**src/rtl/alu_reservation_station_if.sv**
```systemverilog
// alu_reservation_station_if: dispatch, CDB and issue bundle of the ALU reservation station
interface alu_reservation_station_if #(parameter int ID_W = 3);
  logic            dispatch_valid;
  logic [ID_W-1:0] dispatch_ins_id;
  logic [6:0]      dispatch_opcode;
  logic [2:0]      dispatch_funct3;
  logic [6:0]      dispatch_funct7;
  logic [31:0]     dispatch_imm;
  logic [31:0]     dispatch_PC;
  logic [5:0]      dispatch_shamt;
  logic            dispatch_is_compressed;
  logic            dispatch_rs1_ready;
  logic            dispatch_rs2_ready;
  logic [31:0]     dispatch_rs1_val;
  logic [31:0]     dispatch_rs2_val;
  logic [ID_W-1:0] dispatch_rs1_tag;
  logic [ID_W-1:0] dispatch_rs2_tag;
  logic            rs_full;
  logic            cdb_valid;
  logic [ID_W-1:0] cdb_ins_id;
  logic [31:0]     cdb_val;
  logic            have_ins;
  logic [ID_W-1:0] ins_id;
  logic [31:0]     rs1_val;
  logic [31:0]     rs2_val;
  logic [31:0]     imm_val;
  logic [31:0]     request_PC;
  logic [5:0]      shamt_val;
  logic [6:0]      opcode;
  logic [2:0]      funct3;
  logic [6:0]      funct7;
  logic            is_compressed_ins;
  modport master (
    output dispatch_valid, dispatch_ins_id, dispatch_opcode, dispatch_funct3, dispatch_funct7,
           dispatch_imm, dispatch_PC, dispatch_shamt, dispatch_is_compressed,
           dispatch_rs1_ready, dispatch_rs2_ready, dispatch_rs1_val, dispatch_rs2_val,
           dispatch_rs1_tag, dispatch_rs2_tag, cdb_valid, cdb_ins_id, cdb_val,
    input  rs_full, have_ins, ins_id, rs1_val, rs2_val, imm_val, request_PC, shamt_val,
           opcode, funct3, funct7, is_compressed_ins
  );
  modport slave (
    input  dispatch_valid, dispatch_ins_id, dispatch_opcode, dispatch_funct3, dispatch_funct7,
           dispatch_imm, dispatch_PC, dispatch_shamt, dispatch_is_compressed,
           dispatch_rs1_ready, dispatch_rs2_ready, dispatch_rs1_val, dispatch_rs2_val,
           dispatch_rs1_tag, dispatch_rs2_tag, cdb_valid, cdb_ins_id, cdb_val,
    output rs_full, have_ins, ins_id, rs1_val, rs2_val, imm_val, request_PC, shamt_val,
           opcode, funct3, funct7, is_compressed_ins
  );
endinterface

```
**src/rtl/alu_reservation_station.sv**
```systemverilog
// alu_reservation_station: in-order-select ALU reservation station with CDB wakeup.
// Define ALU_RS_CDB_FORWARD_EN to let an entry issue in the same cycle its last operand is broadcast.
module alu_reservation_station #(
  parameter int RS_SIZE = 4,
  parameter int ID_W    = 3
) (
  input  logic clk_in,
  input  logic rst_in,
  input  logic rdy_in,
  input  logic flush_pipline,
  alu_reservation_station_if.slave io
);
  localparam int IDX_W = $clog2(RS_SIZE);
  logic [RS_SIZE-1:0] r_busy, r_rs1_rdy, r_rs2_rdy, r_comp;
  logic [31:0]        r_rs1_val [RS_SIZE];
  logic [31:0]        r_rs2_val [RS_SIZE];
  logic [31:0]        r_imm     [RS_SIZE];
  logic [31:0]        r_pc      [RS_SIZE];
  logic [ID_W-1:0]    r_rs1_tag [RS_SIZE];
  logic [ID_W-1:0]    r_rs2_tag [RS_SIZE];
  logic [ID_W-1:0]    r_id      [RS_SIZE];
  logic [6:0]         r_opcode  [RS_SIZE];
  logic [2:0]         r_funct3  [RS_SIZE];
  logic [6:0]         r_funct7  [RS_SIZE];
  logic [5:0]         r_shamt   [RS_SIZE];
  logic [RS_SIZE-1:0] w_wake1, w_wake2, w_elig;
  logic               w_iss_vld, w_accept, w_d_rs1_hit, w_d_rs2_hit;
  logic [IDX_W-1:0]   w_iss_idx, w_free_idx;
  logic [31:0]        w_iss_rs1, w_iss_rs2;
  // Descending scan so the lowest eligible / free index wins.
  always_comb begin
    w_iss_vld  = 1'b0;
    w_iss_idx  = '0;
    w_free_idx = '0;
    w_wake1    = '0;
    w_wake2    = '0;
    w_elig     = '0;
    for (int i = RS_SIZE - 1; i >= 0; i--) begin
      w_wake1[i] = io.cdb_valid && !r_rs1_rdy[i] && r_rs1_tag[i] == io.cdb_ins_id;
      w_wake2[i] = io.cdb_valid && !r_rs2_rdy[i] && r_rs2_tag[i] == io.cdb_ins_id;
`ifdef ALU_RS_CDB_FORWARD_EN
      w_elig[i]  = r_busy[i] && (r_rs1_rdy[i] || w_wake1[i]) && (r_rs2_rdy[i] || w_wake2[i]);
`else
      w_elig[i]  = r_busy[i] && r_rs1_rdy[i] && r_rs2_rdy[i];
`endif
      if (w_elig[i]) begin
        w_iss_vld = 1'b1;
        w_iss_idx = IDX_W'(i);
      end
      if (!r_busy[i]) w_free_idx = IDX_W'(i);
    end
  end
`ifdef ALU_RS_CDB_FORWARD_EN
  assign w_iss_rs1 = r_rs1_rdy[w_iss_idx] ? r_rs1_val[w_iss_idx] : io.cdb_val;
  assign w_iss_rs2 = r_rs2_rdy[w_iss_idx] ? r_rs2_val[w_iss_idx] : io.cdb_val;
`else
  assign w_iss_rs1 = r_rs1_val[w_iss_idx];
  assign w_iss_rs2 = r_rs2_val[w_iss_idx];
`endif
  assign io.rs_full  = &r_busy;
  assign w_accept    = io.dispatch_valid && !io.rs_full && !flush_pipline;
  assign w_d_rs1_hit = io.cdb_valid && io.cdb_ins_id == io.dispatch_rs1_tag;
  assign w_d_rs2_hit = io.cdb_valid && io.cdb_ins_id == io.dispatch_rs2_tag;
  always_ff @(posedge clk_in) begin
    if (!rst_in) begin
      r_busy               <= '0;
      io.have_ins          <= 1'b0;
      io.ins_id            <= '0;
      io.rs1_val           <= '0;
      io.rs2_val           <= '0;
      io.imm_val           <= '0;
      io.request_PC        <= '0;
      io.shamt_val         <= '0;
      io.opcode            <= '0;
      io.funct3            <= '0;
      io.funct7            <= '0;
      io.is_compressed_ins <= 1'b0;
    end else if (rdy_in) begin
      if (flush_pipline) begin
        r_busy      <= '0;
        io.have_ins <= 1'b0;
      end else begin
        for (int i = 0; i < RS_SIZE; i++) begin
          if (w_wake1[i]) begin
            r_rs1_rdy[i] <= 1'b1;
            r_rs1_val[i] <= io.cdb_val;
          end
          if (w_wake2[i]) begin
            r_rs2_rdy[i] <= 1'b1;
            r_rs2_val[i] <= io.cdb_val;
          end
        end
        io.have_ins <= w_iss_vld;
        if (w_iss_vld) begin
          r_busy[w_iss_idx]    <= 1'b0;
          io.ins_id            <= r_id[w_iss_idx];
          io.rs1_val           <= w_iss_rs1;
          io.rs2_val           <= w_iss_rs2;
          io.imm_val           <= r_imm[w_iss_idx];
          io.request_PC        <= r_pc[w_iss_idx];
          io.shamt_val         <= r_shamt[w_iss_idx];
          io.opcode            <= r_opcode[w_iss_idx];
          io.funct3            <= r_funct3[w_iss_idx];
          io.funct7            <= r_funct7[w_iss_idx];
          io.is_compressed_ins <= r_comp[w_iss_idx];
        end
        if (w_accept) begin
          r_busy[w_free_idx]    <= 1'b1;
          r_id[w_free_idx]      <= io.dispatch_ins_id;
          r_opcode[w_free_idx]  <= io.dispatch_opcode;
          r_funct3[w_free_idx]  <= io.dispatch_funct3;
          r_funct7[w_free_idx]  <= io.dispatch_funct7;
          r_imm[w_free_idx]     <= io.dispatch_imm;
          r_pc[w_free_idx]      <= io.dispatch_PC;
          r_shamt[w_free_idx]   <= io.dispatch_shamt;
          r_comp[w_free_idx]    <= io.dispatch_is_compressed;
          r_rs1_tag[w_free_idx] <= io.dispatch_rs1_tag;
          r_rs2_tag[w_free_idx] <= io.dispatch_rs2_tag;
          r_rs1_rdy[w_free_idx] <= io.dispatch_rs1_ready || w_d_rs1_hit;
          r_rs2_rdy[w_free_idx] <= io.dispatch_rs2_ready || w_d_rs2_hit;
          r_rs1_val[w_free_idx] <= io.dispatch_rs1_ready ? io.dispatch_rs1_val : io.cdb_val;
          r_rs2_val[w_free_idx] <= io.dispatch_rs2_ready ? io.dispatch_rs2_val : io.cdb_val;
        end
      end
    end
  end
endmodule
```
**src/flat_wrapper.sv**
```systemverilog
// flat-port wrapper written by rule: the top's interface ports become plain ports
module alu_reservation_station_flat 
#(
  parameter int RS_SIZE = 4,
  parameter int ID_W    = 3
)
  (clk_in, rst_in, rdy_in, flush_pipline, io_dispatch_valid, io_dispatch_ins_id, io_dispatch_opcode, io_dispatch_funct3, io_dispatch_funct7, io_dispatch_imm, io_dispatch_PC, io_dispatch_shamt, io_dispatch_is_compressed, io_dispatch_rs1_ready, io_dispatch_rs2_ready, io_dispatch_rs1_val, io_dispatch_rs2_val, io_dispatch_rs1_tag, io_dispatch_rs2_tag, io_cdb_valid, io_cdb_ins_id, io_cdb_val, io_rs_full, io_have_ins, io_ins_id, io_rs1_val, io_rs2_val, io_imm_val, io_request_PC, io_shamt_val, io_opcode, io_funct3, io_funct7, io_is_compressed_ins);
  alu_reservation_station_if #(.ID_W(ID_W)) io_i ();
  input  logic clk_in;
  input  logic rst_in;
  input  logic rdy_in;
  input  logic flush_pipline;
  input wire logic [$bits(io_i.dispatch_valid)-1:0] io_dispatch_valid;
  input wire logic [$bits(io_i.dispatch_ins_id)-1:0] io_dispatch_ins_id;
  input wire logic [$bits(io_i.dispatch_opcode)-1:0] io_dispatch_opcode;
  input wire logic [$bits(io_i.dispatch_funct3)-1:0] io_dispatch_funct3;
  input wire logic [$bits(io_i.dispatch_funct7)-1:0] io_dispatch_funct7;
  input wire logic [$bits(io_i.dispatch_imm)-1:0] io_dispatch_imm;
  input wire logic [$bits(io_i.dispatch_PC)-1:0] io_dispatch_PC;
  input wire logic [$bits(io_i.dispatch_shamt)-1:0] io_dispatch_shamt;
  input wire logic [$bits(io_i.dispatch_is_compressed)-1:0] io_dispatch_is_compressed;
  input wire logic [$bits(io_i.dispatch_rs1_ready)-1:0] io_dispatch_rs1_ready;
  input wire logic [$bits(io_i.dispatch_rs2_ready)-1:0] io_dispatch_rs2_ready;
  input wire logic [$bits(io_i.dispatch_rs1_val)-1:0] io_dispatch_rs1_val;
  input wire logic [$bits(io_i.dispatch_rs2_val)-1:0] io_dispatch_rs2_val;
  input wire logic [$bits(io_i.dispatch_rs1_tag)-1:0] io_dispatch_rs1_tag;
  input wire logic [$bits(io_i.dispatch_rs2_tag)-1:0] io_dispatch_rs2_tag;
  input wire logic [$bits(io_i.cdb_valid)-1:0] io_cdb_valid;
  input wire logic [$bits(io_i.cdb_ins_id)-1:0] io_cdb_ins_id;
  input wire logic [$bits(io_i.cdb_val)-1:0] io_cdb_val;
  output wire logic [$bits(io_i.rs_full)-1:0] io_rs_full;
  output wire logic [$bits(io_i.have_ins)-1:0] io_have_ins;
  output wire logic [$bits(io_i.ins_id)-1:0] io_ins_id;
  output wire logic [$bits(io_i.rs1_val)-1:0] io_rs1_val;
  output wire logic [$bits(io_i.rs2_val)-1:0] io_rs2_val;
  output wire logic [$bits(io_i.imm_val)-1:0] io_imm_val;
  output wire logic [$bits(io_i.request_PC)-1:0] io_request_PC;
  output wire logic [$bits(io_i.shamt_val)-1:0] io_shamt_val;
  output wire logic [$bits(io_i.opcode)-1:0] io_opcode;
  output wire logic [$bits(io_i.funct3)-1:0] io_funct3;
  output wire logic [$bits(io_i.funct7)-1:0] io_funct7;
  output wire logic [$bits(io_i.is_compressed_ins)-1:0] io_is_compressed_ins;
  assign io_i.dispatch_valid = io_dispatch_valid;
  assign io_i.dispatch_ins_id = io_dispatch_ins_id;
  assign io_i.dispatch_opcode = io_dispatch_opcode;
  assign io_i.dispatch_funct3 = io_dispatch_funct3;
  assign io_i.dispatch_funct7 = io_dispatch_funct7;
  assign io_i.dispatch_imm = io_dispatch_imm;
  assign io_i.dispatch_PC = io_dispatch_PC;
  assign io_i.dispatch_shamt = io_dispatch_shamt;
  assign io_i.dispatch_is_compressed = io_dispatch_is_compressed;
  assign io_i.dispatch_rs1_ready = io_dispatch_rs1_ready;
  assign io_i.dispatch_rs2_ready = io_dispatch_rs2_ready;
  assign io_i.dispatch_rs1_val = io_dispatch_rs1_val;
  assign io_i.dispatch_rs2_val = io_dispatch_rs2_val;
  assign io_i.dispatch_rs1_tag = io_dispatch_rs1_tag;
  assign io_i.dispatch_rs2_tag = io_dispatch_rs2_tag;
  assign io_i.cdb_valid = io_cdb_valid;
  assign io_i.cdb_ins_id = io_cdb_ins_id;
  assign io_i.cdb_val = io_cdb_val;
  assign io_rs_full = io_i.rs_full;
  assign io_have_ins = io_i.have_ins;
  assign io_ins_id = io_i.ins_id;
  assign io_rs1_val = io_i.rs1_val;
  assign io_rs2_val = io_i.rs2_val;
  assign io_imm_val = io_i.imm_val;
  assign io_request_PC = io_i.request_PC;
  assign io_shamt_val = io_i.shamt_val;
  assign io_opcode = io_i.opcode;
  assign io_funct3 = io_i.funct3;
  assign io_funct7 = io_i.funct7;
  assign io_is_compressed_ins = io_i.is_compressed_ins;
  alu_reservation_station #(.RS_SIZE(RS_SIZE), .ID_W(ID_W)) u_core (.clk_in(clk_in), .rst_in(rst_in), .rdy_in(rdy_in), .flush_pipline(flush_pipline), .io(io_i));
endmodule
```
**config.mk**
```make
export PLATFORM = sky130hd
export DESIGN_NAME = alu_reservation_station_flat
export DESIGN_NICKNAME = d
export VERILOG_FILES = /design/src/rtl/alu_reservation_station_if.sv /design/src/rtl/alu_reservation_station.sv /design/src/flat_wrapper.sv
export SDC_FILE = /design/constraint.sdc
export NUM_CORES = 1
export LEC_CHECK = 0
export ABC_AREA = 1
export ABC_CLOCK_PERIOD_IN_PS = 4400
export CAP_MARGIN = 20
export CORE_ASPECT_RATIO = 0.7
export CORE_UTILIZATION = 51
export DETAILED_ROUTE_END_ITERATION = 7
export GPL_TIMING_DRIVEN = 0
export PLACE_DENSITY = 0.81
export SLEW_MARGIN = 10
export SYNTH_ARGS = -nofsm -noshare
export SYNTH_HDL_FRONTEND = slang
export SYNTH_SLANG_ARGS = --single-unit
```
**constraint.sdc**
```tcl
create_clock -name clk_in -period 4.4 [get_ports clk_in]
set_input_delay 0.88 -clock clk_in [delete_from_list [all_inputs] [get_ports clk_in]]
set_output_delay 0.88 -clock clk_in [all_outputs]
set_load 0.01 [all_outputs]
```
# After elaboration in Yosys (flattened, before gate mapping)
# Memories as Yosys holds them, arrays and structs flattened. A register that Yosys moved wholly into a read port is not among the register bits.
# Index checks and enable logic that the tools add are counted.
# classes
n_addsub	0
multipliers	0
div_mod_pow	0
order_cmp	4
n_eq_ne	10
n_shift	0
muxes	109
bitwise	4
reduce_logical	55
# ops
operator	n
1-bit two-way mux	85
32-bit two-way mux	2
4-bit two-way mux	8
3-bit equality test	10
1-bit logical AND	30
1-bit zero test	19
2-bit two-way mux	8
4-bit bitwise mux	3
4-bit AND reduction	2
2-bit by 3-bit < comparator with 1-bit output, second input constant	2
3-bit AND reduction	2
4-bit AND	1
1-bit demux with 2-bit select	2
2-bit by 1-bit >= comparator with 1-bit output, second input constant	2
4-bit inverter	1
4-bit OR	1
1-bit binary-select mux with 2-bit select	1
1-bit logical OR	2
1-bit inverter	1
# word_totals
reg_bits	18
latchBits	0
ram_bits	640
rom_bits	0
input_bits	204
output_inout_bits	157
wordCells	199
n_memories	11
# mem_list
memory	words	word_bits	rd	rd_ports_with_merged_regs	wr	line	source
u_core.r_imm	4	32	1	1	1	alu_reservation_station.sv:17	logic [31:0] r_imm [RS_SIZE];
u_core.r_pc	4	32	1	1	1	alu_reservation_station.sv:18	logic [31:0] r_pc [RS_SIZE];
u_core.r_rs1_val	4	32	1	1	5	alu_reservation_station.sv:15	logic [31:0] r_rs1_val [RS_SIZE];
u_core.r_rs2_val	4	32	1	1	5	alu_reservation_station.sv:16	logic [31:0] r_rs2_val [RS_SIZE];
u_core.r_funct7	4	7	1	1	1	alu_reservation_station.sv:24	logic [6:0] r_funct7 [RS_SIZE];
u_core.r_opcode	4	7	1	1	1	alu_reservation_station.sv:22	logic [6:0] r_opcode [RS_SIZE];
5 more memories	n/a	n/a	n/a	n/a	n/a	n/a	

# Depth between registers and ports, before layout
# Gate-level depths: netlist of run 1.
# logic_depth
word_depth	19
depth_mapped	11
mapped_depth_nobuf	9

# Least setup slack after synthesis of run 1
# Ideal clock, no wire load.
# synth_timing
path_kind	input to register
start	input io_cdb_ins_id[2]
end	memory u_core.r_rs1_val[1][0], enable pin
setup_ps	466
t_arrival_ps	3867
required_time_ps	3934
setup_slack_ps	68
stages	7
n_path_buf	1
cell_sequence	buf_2 > clkinv_1 > nand2_1 > nand2_1 > nor3_1 > nand2_1 > o21ai_0
# synth_lines
element	line	source
start: declaration	flat_wrapper.sv:29	input wire logic [$bits(io_i.cdb_ins_id)-1:0] io_cdb_ins_id;
end: declaration	alu_reservation_station.sv:15	

# Worst setup path in the final report of run 1
# layout_timing
start	input rst_in
end	memory u_core.r_shamt[0][2], enable pin
# layout_via
elab_chain_len	2
# layout_lines
element	line	source
start: declaration	flat_wrapper.sv:10	input logic rst_in;
1-bit two-way mux	alu_reservation_station.sv:65	if (!rst_in) begin
1-bit two-way mux (not written as such)	alu_reservation_station.sv:115	r_shamt[w_free_idx] <= io.dispatch_shamt;
end: declaration	alu_reservation_station.sv:25	logic [5:0] r_shamt [RS_SIZE];
# Every way passes these cells.

==> metrics.md, run 1 <==
| Metric | Value |
|---|---|
| Final period utilization | 80.41% |
| Reg clk slew, reported paths | 0.07 ns |
| DIE HEIGHT | 216.9 microns |
| Seq cells post-synth | ~810 |
| PostCTS Resize Cnt | 0 |
| Worst setup EP type | flop |
| Worst hold path type | flop to flop |
| Core Region | between 0.06 and 0.07 sq mm |
| Sw frac | 21.66% |
| Avg Vias per Cell | 5.889 |
| Synth async-reset ratio | 0% |
| Layout cells sized above 1 | 8.664% |
| VDD IR max | 251.3 uV |
| Gp weighted congestion | about 0.96 |
| Netlist cell types | 30 |
| Slew Viols, Final | 0 |
| Die Width | 309.0 microns |
| DR DRC count | 0 |
| Logic pwr share | ~4.5% |
| Initial antenna violation count | 10 |
| Routed Antenna Nets | 0 |
| IO buf count | about 360 |
| Hold WS | between 0.5 and 0.6 ns |
| Vias in the first global route | 24932 |
| Fin area | 0.04128 sq mm |
| Syn_nets | around 3300 |
| Wire per inst | 23.40 microns |
| Clk_lat worst skew | 0.67 ns |
| Vias | 26412 |
| Max-slew headroom | 26.22% |
| Pwr/cell area | roughly 380 mW/mm^2 |
| Global-route wire length before repair | 152600 microns |
| EDFF count, synth | 652 |
| CP Data Required Time | 4.69 ns |
| Min cycle time layout | 3.538 ns |
| Root buffer cell | clkbuf_16 |
| Worst-Margin Slew | 1.107 ns |
| Reg power frac | 53.1% |
| Register area share after synthesis | 67.73% |
| Nets | 3743 |
| Hold Buf Count CTS | 0 |
| Starting Density | 51.75% |
| IO Pins | 361 |
| TritonCTS clock tree | done |
| Clock share of power | 42.4% |
| First-pass DRT Iterations | 6 |
| Filler instances | around 5000 |
| Top_reg_cell synth | edfxtp_1 |
| Internal power | 12.32 mW |
| Critical path arrival | 3.82 ns |
| Clock skew | approximately 0.025 ns |
| NetSw | 3.405 mW |
| Multi-input logic area | 0.009176 sq mm |
| Area growth from synthesis to layout | 22.72% |
| GRT overflow | 0 |
| Commonest non-fill, non-tap cell in the layout | edfxtp_1 |
| Status | complete, no violations |
| Number of synthesis warnings | 0 |
| DPL Wire Length | 71700 microns |
| Mapped Area | between 0.03 and 0.04 sq mm |
| H-tree Lvls | 3 |
| Final Setup Violations | 0 |
| Max-Cap Viols | 0 |
| All-Layer GR Usage | 30.99% |
| Initial drt markers | 3627 |
| Num CTS Buffers | 75 |
| Crit path kind | primary input to flop |
| Worst Setup Start Kind | primary input |
| WL final | approximately 100000 microns |
| Cells after Synth | 3093 |
| Peak Freq | 0.2826 GHz |
| Setup Fix Bufs, Post-CTS | 0 |
| Placed Area | 0.03875 sq mm |
| CP Max Fanout | 66 |
| CTS sink cnt | 812 |
| Largest net degree at the start of global routing | 75 |
| Hold Fails Final Rpt | 0 |
| Most frequent cells in the layout | 652 x edfxtp_1, 472 x nand3_1, 407 x o21ai_0 |
| Clock buffer depth | 3 |
| Pleak | 15.23 nW |
| Syn Area/Cell | 10.88 sq um |
| Die footprint | between 0.06 and 0.07 sq mm |
| Unrepaired setup endpoints after global routing | false |
| Rows | 78 |
| Register Area | 0.02278 sq mm |
[critical path: stages]
cell and delay [ns]:
clkdlybuf4s50_1 0.61, inv_1 0.20, nor2_8 0.26, inv_2 0.25, nor2_8 0.22, nand2_2 0.23
buf_2 0.33, inv_6 0.32, buf_16 0.34
[Yosys cell counts (6+ instances only)]
| library cell | number | area, sq um |
|---|---|---|
| nand3_1 | 472 | 2362 |
| o21ai_2 | 25 | 219.0 |
| buf_2 | 95 | 475.5 |
| nor2_1 | 354 | 1329 |
| nand2_1 | 336 | 1261 |
| o21ai_1 | 140 | 700.7 |
| dfxtp_1 | 160 | 3203 |
| o21ai_0 | 415 | 2077 |
| nand2_2 | 13 | 81.33 |
| buf_1 | 7 | 26.28 |
| edfxtp_1 | 652 | 19580 |
| inv_1 | 199 | 747.0 |
| nand2_4 | 11 | 123.9 |
| xnor2_1 | 10 | 87.58 |
| buf_4 | 7 | 52.55 |
| clkbuf_1 | 88 | 330.3 |
| a21oi_1 | 7 | 35.03 |
| buf_6 | 9 | 101.4 |
| nand4_1 | 6 | 37.54 |
| mux2i_1 | 64 | 640.6 |
[registers in the layout, summed over array words and instances, names as in the netlist, 24 cells and up]
register	cells
u_core.r_imm	128
u_core.r_pc	128
u_core.r_rs1_val	128
u_core.r_rs2_val	128
u_core.io.imm_val	32
u_core.io.request_PC	32
u_core.io.rs1_val	32
u_core.io.rs2_val	32
u_core.r_funct7	28
u_core.r_opcode	28
u_core.r_shamt	24
[final cells by class]
class | count | share of cell area [%]
well taps | 880 | 2.667
clock buffers | 98 | 5.059
multi-input cells | 1869 | 22.23
repair buffers | 369 | 9.475
diodes | 4 | 0.02425
clock inverters | 41 | 1.018
inverters | 205 | 1.913
flip-flops and latches | 812 | 55.19
plain buffers | 207 | 2.425
[kinds of logic after synthesis]
| kind of cell | Yosys count | share of synthesized area, % |
|---|---|---|
| buffers and inverters | 412 | 5.263 |
| AND/OR/NAND/NOR | 1206 | 15.80 |
| multiplexers | 64 | 1.904 |
| AO/OA/AOI/OAI | 589 | 9.050 |
| flip-flops | 812 | 67.73 |
| XOR/XNOR | 10 | 0.2604 |
[per-layer routing]
metal  track usage [%]  routed length, microns  vias up
li1                  -                       -    11757
met1             44.04                   41460    12498
met2             46.02                   45610     1875
met3             8.735                   14440      270
met4             10.07                    3365       12
met5                 0                      75        -
[path summary, 6_finish.rpt]
kind                         from  slack (ns)                   end  depth (start not counted)
max                        rst_in        0.86  u_core.r_shamt[0][2]                          9
min          u_core.io.imm_val[0]        0.51  u_core.io.imm_val[0]                          2
max reg2reg      u_core.r_busy[1]        1.62  u_core.r_shamt[0][2]                          9
min reg2reg  u_core.io.imm_val[0]        0.51  u_core.io.imm_val[0]                          2
[power by group through the flow]
| stage | clock [mW] | combinational (mW) | sequential, mW |
|---|---|---|---|
| 2_1_floorplan | 0 | 0.283 | 8.52 |
| 3_3_place_gp | 0 | 0.654 | 8.52 |
| 3_5_place_dp | 0 | 0.682 | 8.51 |
| 4_1_cts | 6.67 | 0.688 | 8.35 |
| 5_1_grt | 6.97 | 0.751 | 8.34 |
| 6_report | 6.67 | 0.705 | 8.35 |
[metrics by stage]
step,setup TNS [ns],worst slack (ns),total power [mW],std cells,utilization (%)
after floorplan,0,0.06786,8.799,3093,-
after global placement,-1502.62,-3.025,9.172,4328,58.91
after detailed placement,0,0.2829,9.195,4341,59.61
after CTS,0,0.9425,15.70,4480,63.47
after global routing,0,0.8331,16.06,4483,63.50
final,0,0.8618,15.72,4485,63.51
No activity file was read; power rests on OpenSTA's default activity.
==> run 2, diff against run 1 <==
--- a/config.mk
+++ b/config.mk
@@ -6,13 +6,13 @@
 export NUM_CORES = 1
 export LEC_CHECK = 0
 export ABC_AREA = 1
-export ABC_CLOCK_PERIOD_IN_PS = 4400
+export ABC_CLOCK_PERIOD_IN_PS = 3300
 export CAP_MARGIN = 20
 export CORE_ASPECT_RATIO = 0.7
-export CORE_UTILIZATION = 51
+export CORE_UTILIZATION = 55
 export DETAILED_ROUTE_END_ITERATION = 7
 export GPL_TIMING_DRIVEN = 0
-export PLACE_DENSITY = 0.81
+export PLACE_DENSITY = 0.83
 export SLEW_MARGIN = 10
 export SYNTH_ARGS = -nofsm -noshare
 export SYNTH_HDL_FRONTEND = slang
==> constraint.sdc (replaced) <==
create_clock -name clk_in -period 3.3 [get_ports clk_in]
set_input_delay 0.66 -clock clk_in [delete_from_list [all_inputs] [get_ports clk_in]]
set_output_delay 0.66 -clock clk_in [all_outputs]
set_load 0.01 [all_outputs]
==> metrics.md, run 2 (synthesis results as in run 1) <==
| Metric | Value |
|---|---|
| Status | complete, no violations |
| First-pass DRT Iterations | 6 (unchanged) |
| Slew Viols, Final | 0 (unchanged) |
| Global-route wire length before repair | 154700 microns (+1.4%) |
| Num CTS Buffers | 77 (+2.7%) |
| WHS Path Cells | 2 (unchanged) |
| GRT overflow | 0 (unchanged) |
| Hold WS | 0.5099 ns (-0.004360 ns) |
| IO Pins | 361 (unchanged) |
| Max-slew headroom | 25.42% (-0.80 points) |
| Pwr/cell area | 509.1 mW/mm^2 (+34%) |
| Cell Count, Final, Fillers Out | 4439 (-1.0%) |
| Clock buffer depth | 3 (unchanged) |
| Pleak | 15.32 nW (+0.57%) |
| Crit path kind | primary input to flop |
| Unrepaired setup endpoints after global routing | false |
| Routed Antenna Nets | 0 (unchanged) |
| Commonest non-fill, non-tap cell in the layout | edfxtp_1 |
| All-Layer GR Usage | 33.36% (+2.4 points) |
| Final worst slack | 0.1445 ns (-0.7173 ns) |
| Multi-input logic area | 0.009181 sq mm (about the same) |
| Filler instances | 4168 (-15%) |
| Placed insts | 4277 (-1.5%) |
| Initial antenna violation count | 16 (+6) |
| Worst Setup Start Kind | primary input |
| Final period utilization | 95.62% |
| Final Setup Violations | 0 (unchanged) |
| Max-Cap Viols | 0 (unchanged) |
| Starting Density | 55.92% (+4.2 points) |
| Initial drt markers | 4179 (+15%) |
| R2R Setup Slk | 0.34 ns (-1.28 ns) |
| Critical path arrival | 3.45 ns (-0.37 ns) |
| CP max stage delay | 0.50 ns (-0.11 ns) |
| Worst-Margin Slew | 1.119 ns (+0.01197 ns) |
| Total Neg Setup Slack | 0 ns (unchanged) |
| Gp weighted congestion | 0.9773 (+1.8%) |
| Pre-CTS setup slack | -0.8353 ns (-1.118 ns) |
| H-tree Lvls | 3 (unchanged) |
| Slowest CP cell | clkdlybuf4s50_1 |
| Clock skew | 0.02686 ns (+0.001961 ns) |
| Area growth from synthesis to layout | 23.11% |
| Most used cell, CP | buf_12 |
| Reg2Reg Capture Point | u_core.r_imm[3][19] |
| Hold endpoint | u_core.io.rs1_val[14] |
| Crit-path cells | clkdlybuf4s50_1 > inv_2 > nor2_4 > inv_2 > nor2_8 > inv_4 > nor2_8 > nand2_4 > buf_4 > clkinvlp_4 > buf_12 > buf_12 > buf_12 |
| Peak Freq | 0.3169 GHz |
| Vias | 26892 (+1.8%) |
| Avg Vias per Cell | 6.058 (+2.9%) |
| Most frequent cells in the layout | 652 x edfxtp_1, 472 x nand3_1, 407 x o21ai_0 |
| Hold Fails Final Rpt | 0 (unchanged) |
| Min cycle time layout | 3.156 ns |
| IO buf count | 355 (unchanged) |
| Register Area | 0.02278 sq mm (unchanged) |
| Layout cells sized above 1 | 9.151% (+0.49 points) |
| Worst hold path type | flop to flop |
| Fin area | 0.04141 sq mm (+0.32%) |
| Nets | 3756 (+0.35%) |
| Core Region | 0.06015 sq mm (-7.5%) |
| Buf/Inv on CP | 9 (+3) |
| CP Data Required Time | 3.59 ns (-1.10 ns) |
| R2R cell count | 10 (+1) |
| Largest net degree at the start of global routing | 34 (-55%) |
| Die Width | 297.6 microns (-3.7%) |
| Wire per inst | 23.79 microns (+1.7%) |
| Crit path max-delay family | buffers and inverters |
| Finished Core Util | 68.85% (+5.3 points) |
| DIE HEIGHT | 208.9 microns (-3.7%) |
| Die footprint | 0.06217 sq mm (-7.2%) |
| Placed Area | 0.03878 sq mm (about the same) |
| Hold Crit Start | u_core.io.rs1_val[14] |
| DR DRC count | 0 (unchanged) |
| Vias in the first global route | 25387 (+1.8%) |
| Reg2Reg Launch Point | u_core.r_busy[1] |
| DPL Wire Length | 72020 microns (+0.44%) |
| Reg clk slew, reported paths | 0.06 ns (about the same) |
| Root buffer cell | clkbuf_16 |
| Worst setup EP type | flop |
| Clk_lat worst skew | 0.63 ns (-0.04 ns) |
| Design Power | 21.08 mW (+34%) |
| Rows | 75 (-3.8%) |
| CTS sink cnt | 812 (unchanged) |
| VDD IR max | 363.7 uV (+45%) |
| WL final | 105600 microns (+0.64%) |
| TritonCTS clock tree | done |
| CP Max Fanout | 32 (-52%) |
## run 2: cell count changes in the layout (fill, tap and decap cells not counted), moves of 3 or more
cell        delta
diode_2       +10
clkinv_2       +4
inv_6          -3
clkbuf_8       +9
buf_16         -4
clkinvlp_4     +3
clkinv_1       -6
clkbuf_1       +3
buf_12        +11
## run 2: worst max path at each step
stage,startpoint,end,slack [ns],cells past startpoint
2_1_floorplan,rdy_in,u_core.r_funct3[1][0],0.05,10
3_3_place_gp,io_cdb_ins_id[1],u_core.r_rs1_val[1][12],-2.43,7
3_5_place_dp,flush_pipline,u_core.r_pc[2][14],-0.84,11
4_1_cts,rdy_in,u_core.r_opcode[0][4],0.03,13
5_1_grt,rdy_in,u_core.r_opcode[0][4],0.07,13
6_report,rdy_in,u_core.r_opcode[0][4],0.14,13
## run 2: timing repair
item / CTS / global route
endpoints found under the setup margin: 88 / 115
gates cloned: 2 / 1
resized for setup: 2 / 4
setup buffers: 0 / 1
pin swaps: 0 / 0
hold buffers: 0 / 0
## run 2: routing by layer
| layer | wire (microns) | vias to the layer above | share of wire (%) | GRT usage (%) |
|---|---|---|---|---|
| met5 | 76 | - | 0.072 | 0 |
| met4 | 4583 | 12 | 4.3 | 15.80 |
| met3 | 15280 | 316 | 14 | 9.617 |
| met2 | 45570 | 2137 | 43 | 48.03 |
| met1 | 40110 | 12663 | 38 | 46.72 |
| li1 | - | 11764 | - | - |
## run 2: worst min-delay path: cells and delay by family, from the launching register on
| kind | cells | cell delay (ns) |
|---|---|---|
| compound gates | 1 | 0.07 |
| simple gates | 1 | 0.09 |
| flops | 1 | 0.32 |
## run 2: layout make-up
class,instances,share of cell area (%)
plain buffers,207,2.429
repair inverters,3,0.04834
clock inverters,33,0.7583
clock buffers,111,5.429
flip-flops and latches,812,55.01
diodes,14,0.08459
repair buffers,377,9.728
well taps,808,2.441
inverters,205,1.900
multi-input cells,1869,22.17
## run 2: report_power, final
| group | switching, mW | internal (mW) |
|---|---|---|
| logic | 0.550 | 0.390 |
| clock network | 3.86 | 5.16 |
| registers | 0.0192 | 11.1 |
| total | 4.43 | 16.7 |
